==> src/rtl/serial_link_physical_rx_os.sv <==
`default_nettype none
// ============================================================================
//  Module      : serial_link_physical_rx_os
//  Description : Oversampling receive PHY. Synchronizes the forwarded clock
//                and lane data into clk_i, detects forwarded-clock edges,
//                rebuilds DDR/SDR words and buffers them in a small FIFO with
//                a valid/ready interface and a sticky overflow flag.
//  Revision    : 1.0 - initial release
// ============================================================================
module serial_link_physical_rx_os #(
    parameter int unsigned NumLanes         = 8,
    parameter int unsigned SyncStages       = 2,
    parameter int unsigned FifoDepth        = 8,
    parameter bit          ddr_sdr_selector = 1'b1
) (
    input  logic                                           clk_i,
    input  logic                                           rst_ni,
    input  logic                                           flush_i,
    input  logic                                           ddr_rcv_clk_i,
    input  logic [NumLanes-1:0]                            ddr_i,
    output logic [NumLanes*(ddr_sdr_selector ? 2 : 1)-1:0] data_in_o,
    output logic                                           data_in_valid_o,
    input  logic                                           data_in_ready_i,
    output logic                                           overflow_o
);

    localparam int unsigned W  = NumLanes * (ddr_sdr_selector ? 2 : 1);
    localparam int unsigned AW = $clog2(FifoDepth);

    // Synchronizer chains: clock and data see identical depth so the
    // sampled data stays aligned with the detected edge.
    logic [SyncStages-1:0]               clk_sync_q, clk_sync_d;
    logic [SyncStages-1:0][NumLanes-1:0] dat_sync_q, dat_sync_d;
    logic                                prev_q, prev_d;
    logic                                sclk;
    logic [NumLanes-1:0]                 sdat;
    logic                                rise;

    // FIFO state
    logic [FifoDepth-1:0][W-1:0] mem_q, mem_d;
    logic [AW:0]                 wptr_q, wptr_d;
    logic [AW:0]                 rptr_q, rptr_d;
    logic                        overflow_q, overflow_d;
    logic [W-1:0]                word;
    logic                        push;
    logic                        pop;
    logic                        empty;
    logic                        full;

    assign sclk = clk_sync_q[SyncStages-1];
    assign sdat = dat_sync_q[SyncStages-1];
    assign rise = sclk & ~prev_q;

    // Shift the raw pins into the synchronizers and remember the last clock level
    always_comb begin
        clk_sync_d = {clk_sync_q[SyncStages-2:0], ddr_rcv_clk_i};
        dat_sync_d = {dat_sync_q[SyncStages-2:0], ddr_i};
        prev_d     = sclk;
    end

    // Synchronizer registers; clock path idles high like the transmitter
    always_ff @(posedge clk_i or negedge rst_ni) begin
        if (!rst_ni) begin
            clk_sync_q <= '1;
            dat_sync_q <= '0;
            prev_q     <= 1'b1;
        end else begin
            clk_sync_q <= clk_sync_d;
            dat_sync_q <= dat_sync_d;
            prev_q     <= prev_d;
        end
    end

    generate
        if (ddr_sdr_selector) begin : g_ddr
            logic                fall;
            logic [NumLanes-1:0] half_q, half_d;

            assign fall = ~sclk & prev_q;
            assign word = {sdat, half_q};

            // Capture the low half of the word on the falling edge
            always_comb begin
                half_d = half_q;
                if (flush_i) begin
                    half_d = '0;
                end else if (fall) begin
                    half_d = sdat;
                end
            end

            // Half-word register
            always_ff @(posedge clk_i or negedge rst_ni) begin
                if (!rst_ni) begin
                    half_q <= '0;
                end else begin
                    half_q <= half_d;
                end
            end
        end else begin : g_sdr
            assign word = sdat;
        end
    endgenerate

    assign empty = (wptr_q == rptr_q);
    assign full  = (wptr_q[AW] != rptr_q[AW]) && (wptr_q[AW-1:0] == rptr_q[AW-1:0]);
    assign push  = rise & ~flush_i;
    assign pop   = ~empty & data_in_ready_i;

    // FIFO update: a pop frees the slot a simultaneous push needs, so a full
    // FIFO still accepts a word when the consumer reads in the same cycle
    always_comb begin
        mem_d      = mem_q;
        wptr_d     = wptr_q;
        rptr_d     = rptr_q;
        overflow_d = overflow_q;
        if (flush_i) begin
            wptr_d     = '0;
            rptr_d     = '0;
            overflow_d = 1'b0;
        end else begin
            if (pop) begin
                rptr_d = rptr_q + 1'b1;
            end
            if (push) begin
                if (!full || pop) begin
                    mem_d[wptr_q[AW-1:0]] = word;
                    wptr_d                = wptr_q + 1'b1;
                end else begin
                    overflow_d = 1'b1;
                end
            end
        end
    end

    // FIFO storage, pointers and sticky overflow
    always_ff @(posedge clk_i or negedge rst_ni) begin
        if (!rst_ni) begin
            mem_q      <= '0;
            wptr_q     <= '0;
            rptr_q     <= '0;
            overflow_q <= 1'b0;
        end else begin
            mem_q      <= mem_d;
            wptr_q     <= wptr_d;
            rptr_q     <= rptr_d;
            overflow_q <= overflow_d;
        end
    end

    assign data_in_o       = mem_q[rptr_q[AW-1:0]];
    assign data_in_valid_o = ~empty;
    assign overflow_o      = overflow_q;

endmodule
`default_nettype wire

==> config.mk <==
export PLATFORM = sky130hd
export DESIGN_NAME = serial_link_physical_rx_os
export DESIGN_NICKNAME = d
export VERILOG_FILES = /design/src/rtl/serial_link_physical_rx_os.sv
export SDC_FILE = /design/constraint.sdc
export NUM_CORES = 1
export LEC_CHECK = 0
export CAP_MARGIN = 20
export CORE_ASPECT_RATIO = 0.8
export CORE_MARGIN = 8
export CORE_UTILIZATION = 61
export DETAILED_ROUTE_END_ITERATION = 6
export GPL_TIMING_DRIVEN = 0
export MAX_ROUTING_LAYER = met4
export PLACE_DENSITY = 0.87
export SKIP_LAST_GASP = 1
export SLEW_MARGIN = 10
export SYNTH_ARGS = -nofsm -noshare
export SYNTH_HDL_FRONTEND = slang
export SYNTH_SLANG_ARGS = --single-unit
==> constraint.sdc <==
create_clock -name clk_i -period 3.23 [get_ports clk_i]
set_clock_uncertainty 0.15 [all_clocks]
set_input_delay 0.4845 -clock clk_i [delete_from_list [all_inputs] [get_ports clk_i]]
set_output_delay 0.4845 -clock clk_i [all_outputs]
set_load 0.02 [all_outputs]
* Word-level counts from Yosys, hierarchy flattened
Cells that the tools add are included.
** Storage, ports and cells
- Register bits :: 164
- Latch bits :: 0
- RAM bits :: 0
- ROM bits :: 0
- Input bits :: 13
- Output and inout bits :: 18
- Word-level logic and storage cells :: 59
- Memories :: 0
** Cells by class
- Add/sub/neg operators :: 2
- Multipliers :: 0
- Div/mod/pow operators :: 0
- $lt $le $gt $ge :: 3
- Equal/unequal tests :: 4
- Shift operators :: 0
- Multiplexer cells :: 15
- Bitwise gates (word level) :: 8
- Reduce and logical (&&, ||, !) cells :: 11
** Operators by type and width (count)
- $bwmux 128 :: 1
- $bmux 16 s3 :: 1
- $demux 16 s3 :: 1
- $mux 16 :: 2
- $mux 4 :: 5
- $mux 8 :: 2
- $add 4x1->4 const B :: 2
- $lt 3x4->1 const B :: 2
- $reduce_bool 2->1 :: 4
- $and 1x1->1 :: 4
- $eq 4x4->1 :: 1
- $not 1->1 :: 4
- $reduce_and 2->1 :: 2
- $eq 3x3->1 :: 1
- $ge 3x1->1 const B :: 1
- $mux 1 :: 3
- $reduce_and 3->1 :: 1
- $logic_and 1x1->1 :: 2
- $ne 2x2->1 const B :: 1
- $logic_not 1->1 :: 1
- $logic_or 1x1->1 :: 1
- $ne 1x1->1 :: 1

* Longest topological paths before layout
Gate-level depths: netlist of the first run.
- Depth after elaboration :: 7
- Mapped depth :: 8
- Mapped depth without buffers :: 4

* Worst setup path before layout of the first run
No wires, ideal clock.
- Path kind :: flip-flop to output port
- Start :: register rptr_q[0]
- End :: output data_in_o[10] (netlist bit)
- Arrival :: 1.865 ns
- Data required time :: 2.595 ns
- Slack :: 0.731 ns
- Stages on the path, launching flop included :: 5
- Path buffers :: 2
- Cells stage by stage :: dfrtp_1 -> buf_4 -> buf_1 -> mux4_2 -> mux2_2
** On the way
- Longest elaborated chain between the ends :: 2
** RTL lines
- from (decl) :: line 42 : logic [AW:0] rptr_q, rptr_d;
- from (signal assigned) :: line 146 : rptr_q <= rptr_d;
- $bmux 16 s3 :: line 151 : assign data_in_o = mem_q[rptr_q[AW-1:0]];
- $mux 16 (not written as such) :: line 151
- to (decl) :: line 21 : output logic [NumLanes*(ddr_sdr_selector ? 2 : 1)-1:0] data_in_o,
Every way passes these cells. The select of a mux whose other input is x is not followed.

* Worst setup path in the final report of the first run
- Start :: register wptr_q[1]
- End :: output data_in_valid_o
** On the way
- Longest elaborated chain between the ends :: 2
** RTL lines
- from (decl) :: line 41 : logic [AW:0] wptr_q, wptr_d;
- from (signal assigned) :: line 145 : wptr_q <= wptr_d;
- $eq 4x4->1 :: line 105 : assign empty = (wptr_q == rptr_q);
- $not 1->1 :: line 152 : assign data_in_valid_o = ~empty;
- to (decl) :: line 22 : output logic data_in_valid_o,
Every way passes these cells.

==> results.md, run 1 <==
* status: finished clean
* TritonCTS buffer count: 17
* number of antenna repair diodes: 0
* Worst EP required: 2.60 ns
* number of enable flip-flop cells after synthesis: 0
* peak fanout along the critical path: 10
* total number of H-tree levels: 4
* Clock Path Buffers: 2
* largest net degree at the start of global routing: 102
* unrepaired setup endpoints after global routing: no
* ratio of cells with drive above 1 in the final layout: 48.05%
* Critical-path top delay cell: sky130_fd_sc_hd__clkdlybuf4s50_1
* count of warnings emitted by yosys: 0
* Inst Count DP: 633
* most frequent cells in the layout: sky130_fd_sc_hd__dfrtp_1, sky130_fd_sc_hd__mux2_2, sky130_fd_sc_hd__mux2_4, sky130_fd_sc_hd__mux4_2, sky130_fd_sc_hd__clkbuf_16
* clock tree from TritonCTS: done
* global-route total usage across every layer: 22.00%
* Most common cell on crit path: sky130_fd_sc_hd__buf_6
* primary flip-flop cell chosen by synthesis mapping: sky130_fd_sc_hd__dfrtp_1
* Hold Path Class: input pin to flip-flop
* fmax: 322.4 MHz
* slowest stage delay, CP: 0.55 ns
* Critical Path Source Type: flip-flop
* Rel. slew slack: 41.63%
* category of the critical setup timing path: flip-flop to primary output
* number of vias in the routed layout: 4093
* Met2 Routed Length: 7626 µm
* fin crit share: 96.03%
* number of filler cells placed in the layout: 766
* post-detailed-route count of antenna-violating nets: 0
* total number of clock tree sinks: 164
* insertion delay to the later sink of the worst-skew pair: 0.43 ns
* number of top-level pins: 31
* die extent in x: 140.8 µm
* fraction of registers with async set or reset after synthesis: 100.0%
* synthesized netlist net count: 466
* Area Overhead vs Synth: 15.52%
* number of global-route vias before repair: 4579
* wire length of the first global-routing pass: 26380 µm
* via/cell ratio: 6.146
* #FFs+latches synth: 164
* maximum vdd ir drop: 0.5239 mV
* areal power density over the cells: 669.5 mW/mm²
* commonest non-fill, non-tap cell in the layout: sky130_fd_sc_hd__dfrtp_1
* Crit path buffers/inverters: 4
* Pins Over Slew Limit: 0
* Top Metal Used: met4
* final-report setup violation count: 0
* part of the Yosys area used for sequential elements: 54.03%
* remaining global-route overflow: 0
* core area: 0.01216 mm²
* average footprint of a synthesized cell: 16.86 µm²
* cell at the root of the clock tree: sky130_fd_sc_hd__clkbuf_16
* routed length on met3: 990 µm
* antenna violations before repair: 0
* gate count of the mapped netlist: 451
* endpoint class of the critical path: primary output
* series of cell instances along the critical path: buf_4 > xnor2_1 > and3_1 > buf_6 > buf_6 > nand2_1 > clkdlybuf4s50_1
* post-detailed-placement half-perimeter wirelength: 10060 µm
* sum of routed wire length over all layers: 15890 µm
* die boundary height: 115.9 µm
* number of iterations in the first detailed-routing pass: 5
* port buffer count: 29
* Non-Filler Instances: 666
* initial core utilization: 62.51%
* data arrival at the endpoint of the critical path: 2.47 ns
* Wirelength per Cell: 23.86 µm
* category of cells accounting for the largest share of critical-path delay: buffers and inverters
* summed instance area of the synthesized netlist: 0.007602 mm²
* Routed met1 length: 7047 µm
* Leak: 4.164 nW
* Worst Slack Setup Final: 0.1283 ns
* DRC errors left: 0
* Period minus WS final: 3.102 ns
* Iteration-0 DRC Markers: 352
* clock slew seen by the registers of the worst setup and hold paths: 0.06 ns
* worst slack at placement: -0.2092 ns
* Final nets: 516
* full die area: 0.01631 mm²
* maximum capacitance violations: 0
* GP Congestion: 0.7737
* slew at the pin with the worst max-slew slack: 0.8755 ns
* Fin. Hold Viols: 0
* Placement Rows: 36
* number of library cell types mapped by synthesis: 46
[sequential cells by signal, indices dropped and copies added, names as in the netlist]
register / count
mem_q: 128
dat_sync_d: 8
g_ddr.half_q: 8
sdat: 8
rptr_q: 4
wptr_q: 4
clk_sync_q: 2
overflow_o: 1
prev_q: 1
[power breakdown]
group          total, mW  internal (mW)  switching (mW)
clock network       2.01           1.18           0.822
logic               1.46          0.783           0.674
registers           2.42           2.27           0.147
[cells in the mapped netlist (2+ instances only)]
master	n	area [µm²]
sky130_fd_sc_hd__a2111oi_4	4	110.1
sky130_fd_sc_hd__a211oi_4	4	80.08
sky130_fd_sc_hd__a21oi_1	2	10.01
sky130_fd_sc_hd__and3_1	2	12.51
sky130_fd_sc_hd__buf_1	2	7.510
sky130_fd_sc_hd__buf_2	3	15.01
sky130_fd_sc_hd__buf_4	3	22.52
sky130_fd_sc_hd__buf_6	7	78.83
sky130_fd_sc_hd__buf_8	6	90.09
sky130_fd_sc_hd__clkbuf_1	6	22.52
sky130_fd_sc_hd__dfrtp_1	161	4029
sky130_fd_sc_hd__dfstp_2	3	78.83
sky130_fd_sc_hd__ha_1	2	25.02
sky130_fd_sc_hd__inv_1	4	15.01
sky130_fd_sc_hd__mux2_1	2	22.52
sky130_fd_sc_hd__mux2_2	82	923.4
sky130_fd_sc_hd__mux2_4	60	900.9
sky130_fd_sc_hd__mux2i_1	9	90.09
sky130_fd_sc_hd__mux4_2	32	720.7
sky130_fd_sc_hd__nand2_1	9	33.78
sky130_fd_sc_hd__nand2b_1	3	18.77
sky130_fd_sc_hd__nand3_1	2	10.01
sky130_fd_sc_hd__nor2_1	14	52.55
sky130_fd_sc_hd__o211ai_1	2	15.01
sky130_fd_sc_hd__o21ai_0	2	10.01
sky130_fd_sc_hd__or2_2	2	12.51
sky130_fd_sc_hd__or3_1	2	12.51
sky130_fd_sc_hd__xnor2_1	3	26.28
[per-layer routing]
metal	track usage, %	vias to the layer above
met1	28.91	2188
met4	6.571	0
met3	5.187	16
li1	-	1767
met2	33.75	122
met5	-	-
[area by class of cell]
class	count	area, µm²	share of cell area [%]
multi-input cells	256	3243	36.93
repair buffers	31	354.1	4.032
well taps	152	190.2	2.166
inverters	4	15.01	0.1710
plain buffers	27	285.3	3.248
flip-flops and latches	164	4108	46.77
clock buffers	21	460.4	5.243
clock inverters	11	126.4	1.439
[logic make-up after synthesis]
kind of cell	share of synthesized area, %
multiplexers	34.96
AO/OA/AOI/OAI	3.753
XOR/XNOR	0.6749
adder cells (fa/ha/maj)	0.3291
buffers and inverters	3.308
AND/OR/NAND/NOR	2.946
flip-flops	54.03
[what timing repair did]
action                                  4_1_cts  5_1_grt
buffers inserted                              0        0
endpoints found under the hold margin        60        0
gates resized for setup                      24       17
hold buffers                                  1        0
endpoints found under the setup margin       16       11
[stage by stage]
stage	area, µm²	hold WS, ns	total power [mW]	setup TNS [ns]	util, %
after floorplan	7602	0.03891	3.432	0	-
after global placement	8083	0.1830	3.849	-763.12	66.46
after detailed placement	8115	0.1847	3.900	-1.433	66.73
after CTS	8750	0.1054	5.924	-0.03183	71.94
after global routing	8782	0.1071	6.134	0	72.21
final	8782	0.1209	5.880	0	72.21
[path summary, 6_finish.rpt]
kind	from	to	slack (ns)	depth (start not counted)
max in group asynchronous	rst_ni	mem_q[83]$_DFFE_PN0P_	1.66	3
worst max register to register	clk_sync_q[1]$_DFF_PN1_	mem_q[28]$_DFFE_PN0P_	0.38	5
min in group asynchronous	rst_ni	mem_q[104]$_DFFE_PN0P_	0.45	2
worst min register to register	dat_sync_d[10]$_DFF_PN0_	sdat[2]$_DFF_PN0_	0.20	0
worst max-delay path	wptr_q[1]$_DFFE_PN0P_	data_in_valid_o	0.13	7
worst min-delay path	flush_i	overflow_o$_DFFE_PN0P_	0.12	2
No activity file was read; power rests on OpenSTA's default activity.
==> run 2, diff against run 1 <==
--- a/config.mk
+++ b/config.mk
@@ -8,11 +8,11 @@
 export CAP_MARGIN = 20
 export CORE_ASPECT_RATIO = 0.8
 export CORE_MARGIN = 8
-export CORE_UTILIZATION = 61
+export CORE_UTILIZATION = 35
 export DETAILED_ROUTE_END_ITERATION = 6
 export GPL_TIMING_DRIVEN = 0
 export MAX_ROUTING_LAYER = met4
-export PLACE_DENSITY = 0.87
+export PLACE_DENSITY = 0.58
 export SKIP_LAST_GASP = 1
 export SLEW_MARGIN = 10
 export SYNTH_ARGS = -nofsm -noshare
==> results.md, run 2 (synthesis results as in run 1) <==
* clock slew seen by the registers of the worst setup and hold paths: 0.06 ns, about the same
* setup bufs post-CTS: 0, unchanged
* Period minus WS final: 3.026 ns, -0.07615 ns
* ratio of cells with drive above 1 in the final layout: 47.76%, -0.30 points
* category of the critical setup timing path: flip-flop to primary output
* Critical-path top delay cell: sky130_fd_sc_hd__clkdlybuf4s50_1
* cell at the root of the clock tree: sky130_fd_sc_hd__clkbuf_16
* slowest stage delay, CP: 0.55 ns, about the same
* number of iterations in the first detailed-routing pass: 6, +1
* antenna violations before repair: 0, unchanged
* global-route total usage across every layer: 13.46%, -8.5 points
* commonest non-fill, non-tap cell in the layout: sky130_fd_sc_hd__dfrtp_1
* final-report setup violation count: 0, unchanged
* Rel. slew slack: 40.84%, -0.79 points
* slew at the pin with the worst max-slew slack: 0.8874 ns, +0.01191 ns
* largest net degree at the start of global routing: 110, +7.8%
* full die area: 0.02672 mm², +64%
* Seq. cell area: 0.004108 mm², unchanged
* hold slack final: 0.1302 ns, +0.009324 ns
* remaining global-route overflow: 0, unchanged
* Final nets: 516, unchanged
* clock tree from TritonCTS: done
* startpoint of the most critical register-to-register path: clk_sync_q[1]$_DFF_PN1_
* number of filler cells placed in the layout: 1885, +150%
* Placement Rows: 48, +33%
* port buffer count: 29, unchanged
* series of cell instances along the critical path: buf_4 > xnor2_1 > and3_1 > buf_6 > buf_6 > nand2_1 > clkdlybuf4s50_1
* number of antenna repair diodes: 0, unchanged
* Wirelength per Cell: 21.17 µm, -11%
* Worst EP required: 2.60 ns, about the same
* total number of clock tree sinks: 164, unchanged
* via/cell ratio: 5.053, -18%
* most frequent cells in the layout: sky130_fd_sc_hd__dfrtp_1, sky130_fd_sc_hd__mux2_2, sky130_fd_sc_hd__mux2_4, sky130_fd_sc_hd__mux4_2, sky130_fd_sc_hd__clkbuf_16
* Area Overhead vs Synth: 17.54%
* multi-input gate area in the final layout: 0.003243 mm², unchanged
* Critical Path Source Type: flip-flop
* Fin. Hold Viols: 0, unchanged
* unrepaired setup endpoints after global routing: no
* Most common cell on crit path: sky130_fd_sc_hd__buf_6
* register with the most flip-flops: mem_q
* Cell Area, Placed: 0.008269 mm², +1.9%
* Non-Filler Instances: 788, +18%
* maximum vdd ir drop: 0.2968 mV, -43%
* TritonCTS buffer count: 17, unchanged
* peak fanout along the critical path: 10, unchanged
* insertion delay to the later sink of the worst-skew pair: 0.42 ns, about the same
* Worst Slack Setup Final: 0.2045 ns, +0.07615 ns
* max FFs per register: 128, unchanged
* final core occ: 41.68%, -31 points
* fmax: 330.5 MHz, +2.5%
* Clock Path Buffers: 2, unchanged
* sum of routed wire length over all layers: 16680 µm, +5.0%
* beginning of the critical path: rptr_q[0]$_DFFE_PN0P_
* worst slack at placement: -0.3140 ns, -0.1048 ns
* die boundary height: 147.8 µm, +28%
* DRC errors left: 0, unchanged
* data arrival at the endpoint of the critical path: 2.39 ns, -0.08 ns
* Pins Over Slew Limit: 0, unchanged
* die extent in x: 180.8 µm, +28%
* status: finished clean
* wire length of the first global-routing pass: 26750 µm, +1.4%
* Inst Count DP: 756, +19%
* Hold Path Class: input pin to flip-flop
* Iteration-0 DRC Markers: 198, -44%
* endpoint class of the critical path: primary output
* GP Congestion: 0.7219, -6.7%
* number of vias in the routed layout: 3982, -2.7%
* post-detailed-route count of antenna-violating nets: 0, unchanged
* maximum capacitance violations: 0, unchanged
* core area: 0.02144 mm², +76%
* number of global-route vias before repair: 4379, -4.4%
* total number of H-tree levels: 4, unchanged
* final cell area excluding filler cells: 0.008936 mm², +1.8%
* initial core utilization: 35.46%, -27 points
* number of top-level pins: 31, unchanged
* areal power density over the cells: 667.7 mW/mm², -0.28%
* Leak: 4.082 nW, -2.0%
* fin crit share: 93.67%, -2.4 points
* post-detailed-placement half-perimeter wirelength: 10830 µm, +7.6%
* startpoint of the most critical hold path: flush_i
## run 2: critical path, delay by kind of cell, from the launching register on
family,cells,cell delay (ns)
XOR/XNOR,1,0.24
AND/OR/NAND/NOR,2,0.28
flip-flops,1,0.38
buffers and inverters,4,1.08
## run 2: routing by layer
layer / vias to the layer above / wire length [µm] / GRT usage [%]
met5: - / 0 / -
met3: 7 / 674 / 3.213
met1: 2134 / 8231 / 18.85
met4: 0 / 111 / 3.053
met2: 82 / 7666 / 19.54
li1: 1759 / - / -
## run 2: final timing paths
check,endpoint,slack [ns],cells past startpoint
max in group asynchronous,dat_sync_d[9]$_DFF_PN0_,1.60,3
min in group asynchronous,mem_q[35]$_DFFE_PN0P_,0.43,2
setup / recovery,data_in_valid_o,0.20,7
setup reg to reg,mem_q[44]$_DFFE_PN0P_,0.41,6
hold / removal,rptr_q[3]$_DFFE_PN0P_,0.13,2
hold reg to reg,sdat[0]$_DFF_PN0_,0.20,0
## run 2: where the power goes
group | total, mW | switching (mW) | internal, mW
combinational | 1.44 | 0.672 | 0.768
clock | 2.12 | 0.792 | 1.33
sequential | 2.41 | 0.135 | 2.27
## run 2: through the flow
stage           TNS, ns  power, mW
2_1_floorplan         0      3.432
3_3_place_gp    -798.16      3.879
3_5_place_dp     -2.482      3.917
4_1_cts        -0.03744      6.061
5_1_grt               0      6.245
6_report              0      5.966
## run 2: repair_timing
action | in CTS | in global routing
resized for setup | 36 | 4
hold endpoints to repair | 52 | 0
setup endpoints to repair | 16 | 4
hold buffers | 1 | 0
## run 2: layout make-up
class | count | share of cell area [%]
flip-flops and latches | 164 | 45.97
multi-input cells | 256 | 36.29
clock buffers | 22 | 5.195
well taps | 275 | 3.850
repair buffers | 31 | 3.668
plain buffers | 27 | 3.150
clock inverters | 9 | 1.708
inverters | 4 | 0.1680
==> run 3, diff against run 2 <==
--- a/config.mk
+++ b/config.mk
@@ -10,9 +10,10 @@
 export CORE_MARGIN = 8
 export CORE_UTILIZATION = 35
 export DETAILED_ROUTE_END_ITERATION = 6
+export DONT_BUFFER_PORTS = 1
 export GPL_TIMING_DRIVEN = 0
 export MAX_ROUTING_LAYER = met4
-export PLACE_DENSITY = 0.58
+export PLACE_DENSITY = 0.56
 export SKIP_LAST_GASP = 1
 export SLEW_MARGIN = 10
 export SYNTH_ARGS = -nofsm -noshare
==> results.md, run 3 (synthesis results as in run 1) <==
* status: finished, violations left
* violated checks: negative hold slack
* die extent in x: 180.8 µm, unchanged
* hold slack final: -0.3897 ns, -0.5199 ns
* Pins Over Slew Limit: 0, unchanged
* number of antenna repair diodes: 0, unchanged
* global-route total usage across every layer: 13.81%, +0.35 points
* Met2 Routed Length: 7543 µm, -1.6%
* peak fanout along the critical path: 10, unchanged
* Inst Count DP: 727, -3.8%
* initial core utilization: 35.46%, unchanged
* clock slew seen by the registers of the worst setup and hold paths: 0.06 ns, about the same
* Clock Path Buffers: 2, unchanged
* Critical-path top delay cell: sky130_fd_sc_hd__clkdlybuf4s15_1
* max FFs per register: 128, unchanged
* FF-to-FF setup slack: 0.30 ns, -0.11 ns
* full die area: 0.02672 mm², unchanged
* category of cells accounting for the largest share of critical-path delay: buffers and inverters
* series of cell instances along the critical path: buf_2 > clkdlybuf4s15_1 > mux4_2 > mux2_2
* Period minus WS final: 3.148 ns, +0.1220 ns
* sum of routed wire length over all layers: 16730 µm, +0.26%
* fin crit share: 97.45%, +3.8 points
* number of global-route vias before repair: 4436, +1.3%
* core area: 0.02144 mm², unchanged
* number of iterations in the first detailed-routing pass: 4, -2
* clock tree from TritonCTS: done
* endpoint class of the critical path: primary output
* most frequent cells in the layout: sky130_fd_sc_hd__dfrtp_1, sky130_fd_sc_hd__mux2_2, sky130_fd_sc_hd__mux2_4, sky130_fd_sc_hd__mux4_2, sky130_fd_sc_hd__clkbuf_16
* routed length on met3: 606 µm, -10%
* Final nets: 495, -4.1%
* Critical Path Source Type: flip-flop
* TritonCTS buffer count: 17, unchanged
* Routed met1 length: 8324 µm, +1.1%
* setup bufs post-CTS: 0, unchanged
* wire length of the first global-routing pass: 27110 µm, +1.3%
* Non-Filler Instances: 768, -2.5%
* largest net degree at the start of global routing: 165, +50%
* Placement Rows: 48, unchanged
* startpoint of the most critical register-to-register path: clk_sync_q[1]$_DFF_PN1_
* fmax: 317.7 MHz, -3.9%
* GP Congestion: 0.7337, +1.6%
* Iteration-0 DRC Markers: 261, +32%
* total number of clock tree sinks: 164, unchanged
* data arrival at the endpoint of the critical path: 2.51 ns, +0.12 ns
* Crit path buffers/inverters: 2, -2
* insertion delay to the later sink of the worst-skew pair: 0.42 ns, about the same
* slew at the pin with the worst max-slew slack: 1.018 ns, +0.1306 ns
* DRC errors left: 0, unchanged
* Worst EP required: 2.60 ns, about the same
* final-report setup violation count: 0, unchanged
* remaining global-route overflow: 0, unchanged
* commonest non-fill, non-tap cell in the layout: sky130_fd_sc_hd__dfrtp_1
* register with the most flip-flops: mem_q
* number of top-level pins: 31, unchanged
* cell at the root of the clock tree: sky130_fd_sc_hd__clkbuf_16
* worst slack at placement: 0.3271 ns, +0.6411 ns
* final setup TNS: 0 ns, unchanged
* antenna violations before repair: 0, unchanged
* Hold Path Class: input pin to asynchronous set/reset pin
* beginning of the critical path: rptr_q[1]$_DFFE_PN0P_
* number of vias in the routed layout: 3914, -1.7%
* post-detailed-placement half-perimeter wirelength: 10580 µm, -2.3%
* Fin. Hold Viols: 164, +164
* total power after layout: 5.665 mW, -5.0%
* Leak: 3.867 nW, -5.3%
* ratio of cells with drive above 1 in the final layout: 48.68%, +0.92 points
* maximum vdd ir drop: 0.2882 mV, -2.9%
* unrepaired setup endpoints after global routing: no
* Worst Slack Setup Final: 0.08247 ns, -0.1220 ns
* Area Overhead vs Synth: 13.76%
* quantity of hold-fixing buffers added after cts: 9, +8
* category of the critical setup timing path: flip-flop to primary output
* maximum capacitance violations: 0, unchanged
* slowest stage delay, CP: 0.72 ns, +0.17 ns
* Top Metal Used: met4
* Rel. slew slack: 32.13%, -8.7 points
* via/cell ratio: 5.096, +0.85%
* die boundary height: 147.8 µm, unchanged
* areal power density over the cells: 655.1 mW/mm², -1.9%
* total number of H-tree levels: 4, unchanged
* Wirelength per Cell: 21.78 µm, +2.9%
* port buffer count: 0, -100%
* post-detailed-route count of antenna-violating nets: 0, unchanged
[run 3: layer usage]
metal,GRT usage [%],vias to the layer above
met2,20.01,69
met1,18.90,2110
met3,3.017,17
li1,-,1718
met5,-,-
met4,4.827,0
[run 3: area by class of cell]
class / instances / area [µm²]
plain buffers: 27 / 251.5
well taps: 275 / 344.1
fillers: 1925 / 12790
multi-input cells: 256 / 3243
clock inverters: 8 / 100.1
flip-flops and latches: 164 / 4108
repair buffers: 10 / 105.1
clock buffers: 24 / 481.7
inverters: 4 / 15.01
[run 3: worst paths after layout]
path,endpoint,cells after the start
setup / recovery,data_in_o[4],4
hold / removal,dat_sync_d[13]$_DFF_PN0_,0
setup reg to reg,mem_q[45]$_DFFE_PN0P_,6
hold reg to reg,sdat[4]$_DFF_PN0_,0
max in group asynchronous,prev_q$_DFF_PN1_,0
min in group clk_i,overflow_o$_DFFE_PN0P_,2
[run 3: timing repair]
action / in CTS / in global routing
gates cloned: 0 / 0
hold endpoints to repair: 173 / 164
resized for setup: 3 / 2
pin swaps: 0 / 0
setup endpoints to repair: 9 / 2
[run 3: where the power goes]
group          switching, mW  internal, mW
Clock                  0.794          1.20
Combinational          0.623         0.640
Sequential             0.140          2.27
Total                   1.56          4.11
[run 3: worst reg2reg max path: stages, from the launching register on]
cell and delay, ns:
sky130_fd_sc_hd__dfstp_2 0.58, sky130_fd_sc_hd__nand2b_4 0.08, sky130_fd_sc_hd__or3_1 0.32, sky130_fd_sc_hd__buf_6 0.16
sky130_fd_sc_hd__a2111oi_4 0.92, sky130_fd_sc_hd__buf_8 0.29, sky130_fd_sc_hd__mux2_4 0.33
[run 3: per-stage QoR]
| step | util [%] | area [µm²] |
|---|---|---|
| final | 40.34 | 8648 |
| after global routing | 40.34 | 8648 |
| after global placement | 37.06 | 7946 |
| after CTS | 40.31 | 8642 |
| after detailed placement | 37.13 | 7961 |
| after floorplan | - | 7602 |
